--- src/rtl/booth_pp_sequencer.sv ---
// Sequential radix-4 Booth partial-product generator feeding a Wallace tree.
// One Booth digit of B is recoded per cycle; results are held until the tree takes them.
module booth_pp_sequencer #(
    parameter int MBITS = 12,
    parameter int NBITS = 8
) (
    input  logic             clk,
    input  logic             rst_n,
    input  logic             in_valid,
    output logic             in_ready,
    input  logic [MBITS-1:0] a_in,
    input  logic [NBITS-1:0] b_in,
    output logic             out_valid,
    input  logic             out_ready,
    output logic [MBITS:0]   pp0,
    output logic [MBITS:0]   pp1,
    output logic [MBITS:0]   pp2,
    output logic [MBITS:0]   pp3,
    output logic [3:0]       neg,
    output logic             busy
);

    localparam int NPP = NBITS / 2;

    localparam logic [1:0] IDLE = 2'd0;
    localparam logic [1:0] GEN  = 2'd1;
    localparam logic [1:0] DONE = 2'd2;

    logic [1:0]       state;
    logic [1:0]       cnt;
    logic [MBITS-1:0] a_reg;
    logic [NBITS-1:0] b_reg;
    logic [MBITS:0]   pp_reg [4];
    logic [3:0]       neg_reg;
    logic             valid_reg;

    logic [NBITS:0]   b_ext;
    logic [2:0]       triplet;
    logic [MBITS:0]   ax;
    logic [MBITS:0]   ax2;
    logic [MBITS:0]   pp_next;
    logic             neg_next;

    // B[-1] is an implicit zero below the LSB of the multiplier.
    assign b_ext   = {b_reg, 1'b0};
    assign triplet = b_ext[{cnt, 1'b0} +: 3];
    assign ax      = {a_reg[MBITS-1], a_reg};
    assign ax2     = {a_reg, 1'b0};

    // Negative digits use one's complement here; the +1 travels separately on neg.
    always_comb begin
        pp_next  = '0;
        neg_next = 1'b0;
        case (triplet)
            3'b001, 3'b010: begin
                pp_next  = ax;
                neg_next = 1'b0;
            end
            3'b011: begin
                pp_next  = ax2;
                neg_next = 1'b0;
            end
            3'b100: begin
                pp_next  = ~ax2;
                neg_next = 1'b1;
            end
            3'b101, 3'b110: begin
                pp_next  = ~ax;
                neg_next = 1'b1;
            end
            default: begin
                pp_next  = '0;
                neg_next = 1'b0;
            end
        endcase
    end

    always_ff @(posedge clk or negedge rst_n) begin
        if (!rst_n) begin
            state     <= IDLE;
            cnt       <= '0;
            a_reg     <= '0;
            b_reg     <= '0;
            pp_reg[0] <= '0;
            pp_reg[1] <= '0;
            pp_reg[2] <= '0;
            pp_reg[3] <= '0;
            neg_reg   <= '0;
            valid_reg <= 1'b0;
        end else begin
            case (state)
                IDLE: begin
                    if (in_valid) begin
                        a_reg <= a_in;
                        b_reg <= b_in;
                        cnt   <= '0;
                        state <= GEN;
                    end
                end
                GEN: begin
                    pp_reg[cnt]  <= pp_next;
                    neg_reg[cnt] <= neg_next;
                    cnt          <= cnt + 2'd1;
                    if (cnt == 2'(NPP - 1)) begin
                        valid_reg <= 1'b1;
                        state     <= DONE;
                    end
                end
                DONE: begin
                    if (out_ready) begin
                        valid_reg <= 1'b0;
                        state     <= IDLE;
                    end
                end
                default: begin
                    valid_reg <= 1'b0;
                    state     <= IDLE;
                end
            endcase
        end
    end

    // in_ready is gated by rst_n so every output reads zero while reset is held.
    assign in_ready  = rst_n && (state == IDLE);
    assign busy      = (state == GEN) || (state == DONE);
    assign out_valid = valid_reg;
    assign pp0       = pp_reg[0];
    assign pp1       = pp_reg[1];
    assign pp2       = pp_reg[2];
    assign pp3       = pp_reg[3];
    assign neg       = neg_reg;

endmodule

--- config.mk ---
export PLATFORM = sky130hd
export DESIGN_NAME = booth_pp_sequencer
export DESIGN_NICKNAME = d
export VERILOG_FILES = /design/src/rtl/booth_pp_sequencer.sv
export SDC_FILE = /design/constraint.sdc
export NUM_CORES = 1
export LEC_CHECK = 0
export BUFFER_PORTS_ARGS = -buffer_cell sky130_fd_sc_hd__buf_4
export CORE_MARGIN = 2
export CORE_UTILIZATION = 43
export CTS_CLUSTER_DIAMETER = 120
export DETAILED_ROUTE_END_ITERATION = 10
export PLACE_DENSITY = 0.65
export SLEW_MARGIN = 25
export SYNTH_ARGS = -nofsm -noshare
export SYNTH_HDL_FRONTEND = slang
export SYNTH_SLANG_ARGS = --single-unit
--- constraint.sdc ---
create_clock -name clk -period 2.5 [get_ports clk]
set_input_delay 0.5 -clock clk [delete_from_list [all_inputs] [get_ports clk]]
set_output_delay 0.5 -clock clk [all_outputs]
set_load 0.02 [all_outputs]
== Yosys cells after proc, flatten, opt, wreduce, memory -nomap -nowiden ==
Cells that the tools add are included.
Storage, ports and cells
  flip-flop bits (word level): 81
  input bits: 24
  output and inout bits: 59
  logic and storage cells: 62
Operators by class
  $add $sub $neg: 1
  order comparisons: 4
  equality and inequality tests: 12
  shifts and indexed selects: 1
  multiplexer cells: 17
  bitwise operators: 4
  reduce and logical (&&, ||, !) cells: 13
Operators with widths (number)
  bitwise mux 52 bit: 1
  one-hot mux 13 bit (4 select lines): 1
  demux 13 bit (select 2 bit): 1
  NOT 13 bit: 2
  two-way mux 13 bit: 1
  == test 3 bit (second input constant): 3
  variable part select 9 x 4 -> 3 bit: 1
  two-way mux 2 bit: 4
  == test 3 x 2 -> 1 bit (second input constant): 2
  != test 2 bit (second input constant): 3
  one-hot mux 2 bit (3 select lines): 1
  AND reduction 3 bit: 2
  bitwise mux 4 bit: 1
  == test 2 bit (second input constant): 2
  two-way mux 1 bit: 4
  one-hot mux 2 bit (2 select lines): 1
  AND reduction 2 bit: 2
  OR reduction 2 bit: 2
  == test 3 x 1 -> 1 bit (second input constant): 1
  greater-or-equal comparator 3 bit (second input constant): 1
  logical AND 1 bit: 3
  < comparator 2 x 3 -> 1 bit (second input constant): 1
  < comparator 3 x 1 -> 1 bit (second input constant): 1
  NOT 2 -> 3 bit: 1
  10 further kinds: 10

== Depth between registers and ports, before layout ==
Gate-level depths: netlist of run 1.
  depth after elaboration: 6
  mapped depth: 8
  gate-level depth less buffers: 6

== Worst setup path before layout of run 1 ==
Ideal clock, no wire load.
  path kind: reg-to-reg
  from: register cnt[0]
  to: register pp_reg (netlist bit pp0[8])
  arrival: 1.831 ns
  required time: 2.426 ns
  setup slack: 0.595 ns
  stages on the path, launching flop included: 7
  path buffers: 2
  cell sequence: dfrtp_1 > buf_6 > mux4_2 > xor2_2 > clkbuf_1 > a22oi_1 > o21ai_2
On the way
  word-level cells in the longest chain between the ends: 6
  elaborated cells between the ends (all ways): 17
Ends and longest elaborated chain
  start: declaration: RTL line 30  | logic [1:0] cnt;
  start signal: assignment: RTL line 103  | cnt <= cnt + 2'd1;
  parallel branches: the longest is 5 deep, another holds one-hot mux 13 bit (4 select lines)
  bitwise mux 52 bit (*): RTL line 101  | pp_reg[cnt] <= pp_next;
  end signal: indexed assignment: RTL line 101
  end: declaration: RTL line 33  | logic [MBITS:0] pp_reg [4];
Mark *: on every way between the ends.
A chain may end at the register's enable or synchronous reset.

== Final worst setup path of run 1 ==
  from: register cnt[0]
  to: register pp_reg (netlist bit pp0[11])
Same word-level chain as after synthesis.

==> run_results.csv, run 1 <==
group,metric,value,unit
clock_network,h-tree-depth,3,
global_routing,grt_usage,18.96,%
sta,tns,0,ps
final_layout,design_area,4952,sq um
clock_network,cts_setup_buffers,0,
critical_path,r2r-end,"pp0[11]",
logic_synthesis,syn_inst,353,
global_routing,antenna_found_initial,0,
placed_design,io_buffers,82,
critical_path,r2r_setup_slack,280,ps
floorplanning,fp-row-count,35,
logic_synthesis,synth_area_leader_cell,"dfrtp_1",
final_layout,drive_above_1_share,37.70,%
route,drc,0,
floorplanning,start_util,43.99,%
sta,slew_violations,0,
flow_run,drv_cap,0,
sta,slew_headroom,51.18,%
critical_path,arrival,2490,ps
clock_network,postCtsHoldBufs,0,
logic_synthesis,ys_ff_latch,81,
logic_synthesis,synth_cell_types,33,
clock_network,clockBufferDepth,2,
placed_design,globalplace.congestion,0.7537,
route,totalWireLength,9073,um
floorplanning,coreArea,9153,sq um
critical_path,cp_slowest_cell,"mux4_2",
logic_synthesis,ys_seq_area_share,50.34,%
critical_path,crit_fanout,36,
logic_synthesis,synthFlopType,"dfrtp_1",
sta,fin_ws,283.7,ps
route,first_iter_violations,174,
sta,final-hold-violation-count,0,
clock_network,clkTransAtPathRegs,90,ps
floorplanning,io_pins,83,
logic_synthesis,synth_top_area_share,50.34,%
final_layout,multi_input_area,1844,sq um
logic_synthesis,ys_async_sr_fraction,100.0,%
clock_network,clk_latency,350,ps
global_routing,grt_pass1_wl,14810,um
critical_path,critPathRequiredTime,2770,ps
route,ant_nets,0,
floorplanning,die_w,100.8,um
power_and_ir_drop,ir_drop,849.4,uV
critical_path,path_cells,"mux4_2 > xor2_2 > buf_12 > a22oi_1 > o21ai_1",
route,routed_via_density,5.388,
final_layout,fin_nets,461,
sta,post-route-period-util,88.65,%
global_routing,grt_pass1_vias,2849,
global_routing,grt_max_degree,82,
route,m1WireLength,4312,um
final_layout,fill_cells,835,
power_and_ir_drop,leakage,2.221,nW
sta,timing.hold.ws,290.9,ps
clock_network,cts_made_buffers,9,
route,highest_layer,"met4",
floorplanning,die_area,10150,sq um
critical_path,r2r-start,"cnt[0]",
logic_synthesis,synth_area,4026,sq um
route,dr_wl_met3,490,um
critical_path,crit_path_start_kind,"register",
clock_network,cts_resized,0,
placed_design,pre_cts_ws,301.0,ps
logic_synthesis,synthTopCellsByArea,"dfrtp_1 (50%), a22oi_1 (8.4%), mux2_2 (6.2%)",
sta,max_freq,0.4512,GHz
sta,tightestPinTransition,732.3,ps
placed_design,placed_cell_area,4743,sq um
logic_synthesis,synth_edf_count,0,
critical_path,path_buf_inv,1,
power_and_ir_drop,total_power,0.007860,W
final_layout,diodes,0,
final_layout,ff_latch_area,2027,sq um
critical_path,r2r_cells,5,
logic_synthesis,syn-num-nets,384,
clock_network,clockRootBuffer,"clkbuf_8",
route,vias,2942,
sta,finalSetupViolCount,0,
route,dr.pass1.iters,6,
critical_path,critPathLaunch,"cnt[0]",
critical_path,crit_family,"multiplexers",
critical_path,criticalPathCategory,"register to register",
logic_synthesis,ys.warnings.count,0,
placed_design,hpwl,6610,um
clock_network,clkSinkCount,81,
route,wl_per_cell,16.62,um
clock_network,cts_tree,"yes",
critical_path,slowest_delay,660,ps
status,status,"finished, final reports clean",
hold_path,hp-class,"primary input to async pin",
logic_synthesis,synth_area_per_cell,11.41,sq um
route,wl_met2,4180,um
critical_path,cp-end-kind,"register",
sta,finClkSkew,11.50,ps
sta,rsz0062_at_grt,"false",
sta,min_period,2216,ps
final_layout,syn2layout_area_growth,23.00,%
global_routing,grt-ovfl-total,0,
power_and_ir_drop,p_per_area,1587,nW/um^2
floorplanning,die_h,100.8,um
cells in the mapped netlist (6+ instances only):
master,count
a22oi_1,45
clkbuf_1,20
dfrtp_1,81
ha_1,7
inv_1,6
mux2_2,22
mux2i_4,10
nand2_1,16
nor2_1,49
o21ai_0,14
o21ai_1,35
o21ai_2,7
xnor2_2,9
logic make-up (layout without fill, tap and decap cells):
logic type      after synthesis  in the layout  synth area share [%]
compound gates              109            109                 17.68
xor+xnor                     13             13                 4.693
flops                        81             81                 50.34
fa+ha+maj                     7              7                 2.175
simple gates                 74             74                 7.738
mux                          36             36                 13.36
buf+inv                      33            115                 4.008
metal layers:
metal,up-vias,GRT usage (%)
met4,0,6.639
met3,6,3.259
met1,1440,27.69
met2,80,28.62
met5,-,0
li1,1416,-
worst register-to-register path, cell delays in order, from the launching register on:
cell	delay, ps
dfrtp_1	530
mux4_2	660
xor2_2	480
buf_12	270
a22oi_1	100
o21ai_1	90
area by class of cell:
| type | instances | area share (%) |
|---|---|---|
| multi-input combinational | 239 | 37.24 |
| sequential | 81 | 40.93 |
| clock buffer | 10 | 2.779 |
| clock inverter | 6 | 1.364 |
| timing repair buffer | 93 | 14.43 |
| inverter | 6 | 0.4548 |
| tap | 111 | 2.804 |
worst max-delay path by stage:
stage | to | depth (start not counted)
2_1_floorplan | pp0[8] | 6
3_3_place_gp | pp2[7] | 5
3_5_place_dp | pp0[4] | 5
4_1_cts | pp0[4] | 5
5_1_grt | pp1[11] | 5
6_report | pp0[11] | 5
power breakdown:
group	internal, W	switching [W]	leakage, nW
sequential	0.00189	0.000512	1.03
clock	0.000490	0.000495	0.0985
combinational	0.00192	0.00255	1.09
cells in the final DEF, fill, tap and decap left out, drive strengths merged, types with 2 or more instances in the layout:
cell / Yosys / routed
nand2: 16 / 16
nor2b: 2 / 2
dfrtp: 81 / 81
xnor2: 12 / 12
nor2: 49 / 49
mux2i: 12 / 12
a22o: 4 / 4
mux4: 2 / 2
clkinv: 0 / 3
o21ai: 56 / 56
clkinvlp: 0 / 2
buf: 7 / 93
ha: 7 / 7
inv: 6 / 6
a22oi: 45 / 45
mux2: 22 / 22
and2: 2 / 2
clkbuf: 20 / 10
per-stage QoR:
step                      std cells  utilization, %
final                           546           54.11
after global routing            546           54.11
after CTS                       546           54.07
after detailed placement        530           51.82
after global placement          530           51.82
after floorplan                 353               -
Power figures use the tool's default switching activity.
==> run 2, diff against run 1 <==
Settings changed: SETUP_SLACK_MARGIN set to 0.4.
==> run_results.csv, run 2 (synthesis results as in run 1) <==
group,metric,value,unit
final_layout,diodes,0,
critical_path,cp-end-kind,"register",
power_and_ir_drop,p_per_area,1601,nW/um^2
floorplanning,start_util,43.99,%
sta,max_freq,0.4902,GHz
global_routing,grt_max_degree,82,
global_routing,grt-ovfl-total,0,
clock_network,clockBufferDepth,2,
critical_path,criticalPathCategory,"register to register",
clock_network,clk_latency,350,ps
final_layout,fill_cells,822,
route,routed_via_density,5.400,
route,vias,2970,
sta,min_period,2040,ps
critical_path,path_cells,"mux4_2 > and3b_2 > buf_12 > mux2i_4 > o21ai_1",
global_routing,grt_pass1_wl,14880,um
critical_path,path_buf_inv,1,
route,drc,0,
floorplanning,coreArea,9153,sq um
sta,tns,0,ps
power_and_ir_drop,leakage,2.254,nW
route,ant_nets,0,
sta,rsz0062_at_grt,"true",
clock_network,clockRootBuffer,"clkbuf_8",
floorplanning,die_area,10150,sq um
final_layout,layout_common_cells,"buf_4 (92), dfrtp_1 (80), nor2_1 (49)",
route,dr.pass1.iters,4,
power_and_ir_drop,total_power,0.008112,W
sta,post-route-period-util,81.60,%
floorplanning,fp-row-count,35,
route,highest_layer,"met4",
critical_path,slowest_delay,650,ps
floorplanning,die_w,100.8,um
route,wl_per_cell,16.53,um
floorplanning,die_h,100.8,um
critical_path,critPathRequiredTime,2730,ps
placed_design,dp_cells,530,
final_layout,fin_cells,550,
final_layout,fin_util,55.37,%
route,wl_met2,4256,um
critical_path,arrival,2270,ps
sta,finalSetupViolCount,0,
route,first_iter_violations,208,
sta,slew_headroom,52.19,%
critical_path,crit_family,"multiplexers",
critical_path,crit_fanout,9,
sta,fin_ws,460.0,ps
sta,final-hold-violation-count,0,
status,status,"finished, final reports clean",
clock_network,clkTransAtPathRegs,80,ps
placed_design,io_buffers,82,
clock_network,h-tree-depth,3,
final_layout,drive_above_1_share,39.18,%
route,dr_wl_met3,419,um
global_routing,antenna_found_initial,0,
flow_run,drv_cap,0,
route,m1WireLength,4343,um
placed_design,globalplace.congestion,0.7537,
sta,tightestPinTransition,717.1,ps
final_layout,syn2layout_area_growth,25.85,%
power_and_ir_drop,ir_drop,912.5,uV
final_layout,mostFrequentLayoutCell,"buf_4",
placed_design,hpwl,6610,um
sta,slew_violations,0,
critical_path,cp_slowest_cell,"mux4_2",
route,totalWireLength,9094,um
clock_network,cts_made_buffers,9,
final_layout,fin_nets,465,
hold_path,hp-class,"primary input to async pin",
sta,finClkSkew,10.72,ps
floorplanning,io_pins,83,
global_routing,grt_usage,19.06,%
critical_path,crit_path_start_kind,"register",
global_routing,grt_pass1_vias,2865,
clock_network,cts_tree,"yes",
placed_design,pre_cts_ws,301.0,ps
clock_network,clkSinkCount,81,
-- run 2: cell count changes in the layout (fill, tap and decap cells not counted), moves of 2 or more --
cell | previous run | this run
xnor2_4 | 0 | 3
o21ai_1 | 35 | 33
buf_6 | 1 | 3
xnor2_2 | 9 | 6
-- run 2: worst paths after layout --
kind,cells after the start,to,slack [ps],from
min,2,b_reg[0],300,rst_n
min reg2reg,2,neg[0],490,neg[0]
max in group asynchronous,2,cnt[0],1710,rst_n
min in group clk,2,a_reg[7],370,a_in[7]
max,5,pp1[5],460,cnt[0]
max reg2reg,5,pp1[5],460,cnt[0]
-- run 2: area by class of cell --
type                            count  area [sq um]  area share, %
Sequential cell                    81          2028          40.02
Multi-Input combinational cell    239          1908          37.65
Timing Repair Buffer               97         764.5          15.09
Tap cell                          111         138.9          2.741
Clock buffer                       10         137.6          2.716
Clock inverter                      6         67.56          1.333
Inverter                            6         22.52         0.4444
-- run 2: metrics by stage --
stage / instance area (sq um) / hold slack (ps)
floorplan: 4026 / 204.4
finish: 5067 / 299.3
global route: 5067 / 344.9
CTS: 4984 / 354.2
detailed placement: 4743 / 475.3
global placement: 4743 / 470.3
-- run 2: worst register-to-register path: cells and delay by family, from the launching register on --
kind	cells	cell delay, ps
buffers and inverters	1	170
and+or+nand+nor	1	320
muxes	2	900
AOI/OAI and AO/OA	1	110
DFF	1	430
-- run 2: layer usage --
metal  GRT usage (%)  vias to the layer above
li1                -                     1431
met1           27.75                     1467
met2           28.87                       68
met3           3.259                        4
met4           6.639                        0
met5               0                        -
-- run 2: report_power, final --
part	total [W]	leakage (nW)	switching [W]	internal [W]
combinational	0.00472	1.13	0.00263	0.00209
clock	0.000980	0.0985	0.000490	0.000490
sequential	0.00241	1.03	0.000525	0.00189
total	0.00811	2.25	0.00364	0.00447
-- run 2: repair_timing --
item,in CTS,in global routing
pin swaps,0,1
buffers inserted,3,1
endpoints found under the setup margin,48,42
hold endpoints to repair,0,0
resized for setup,2,12
hold buffers,0,0
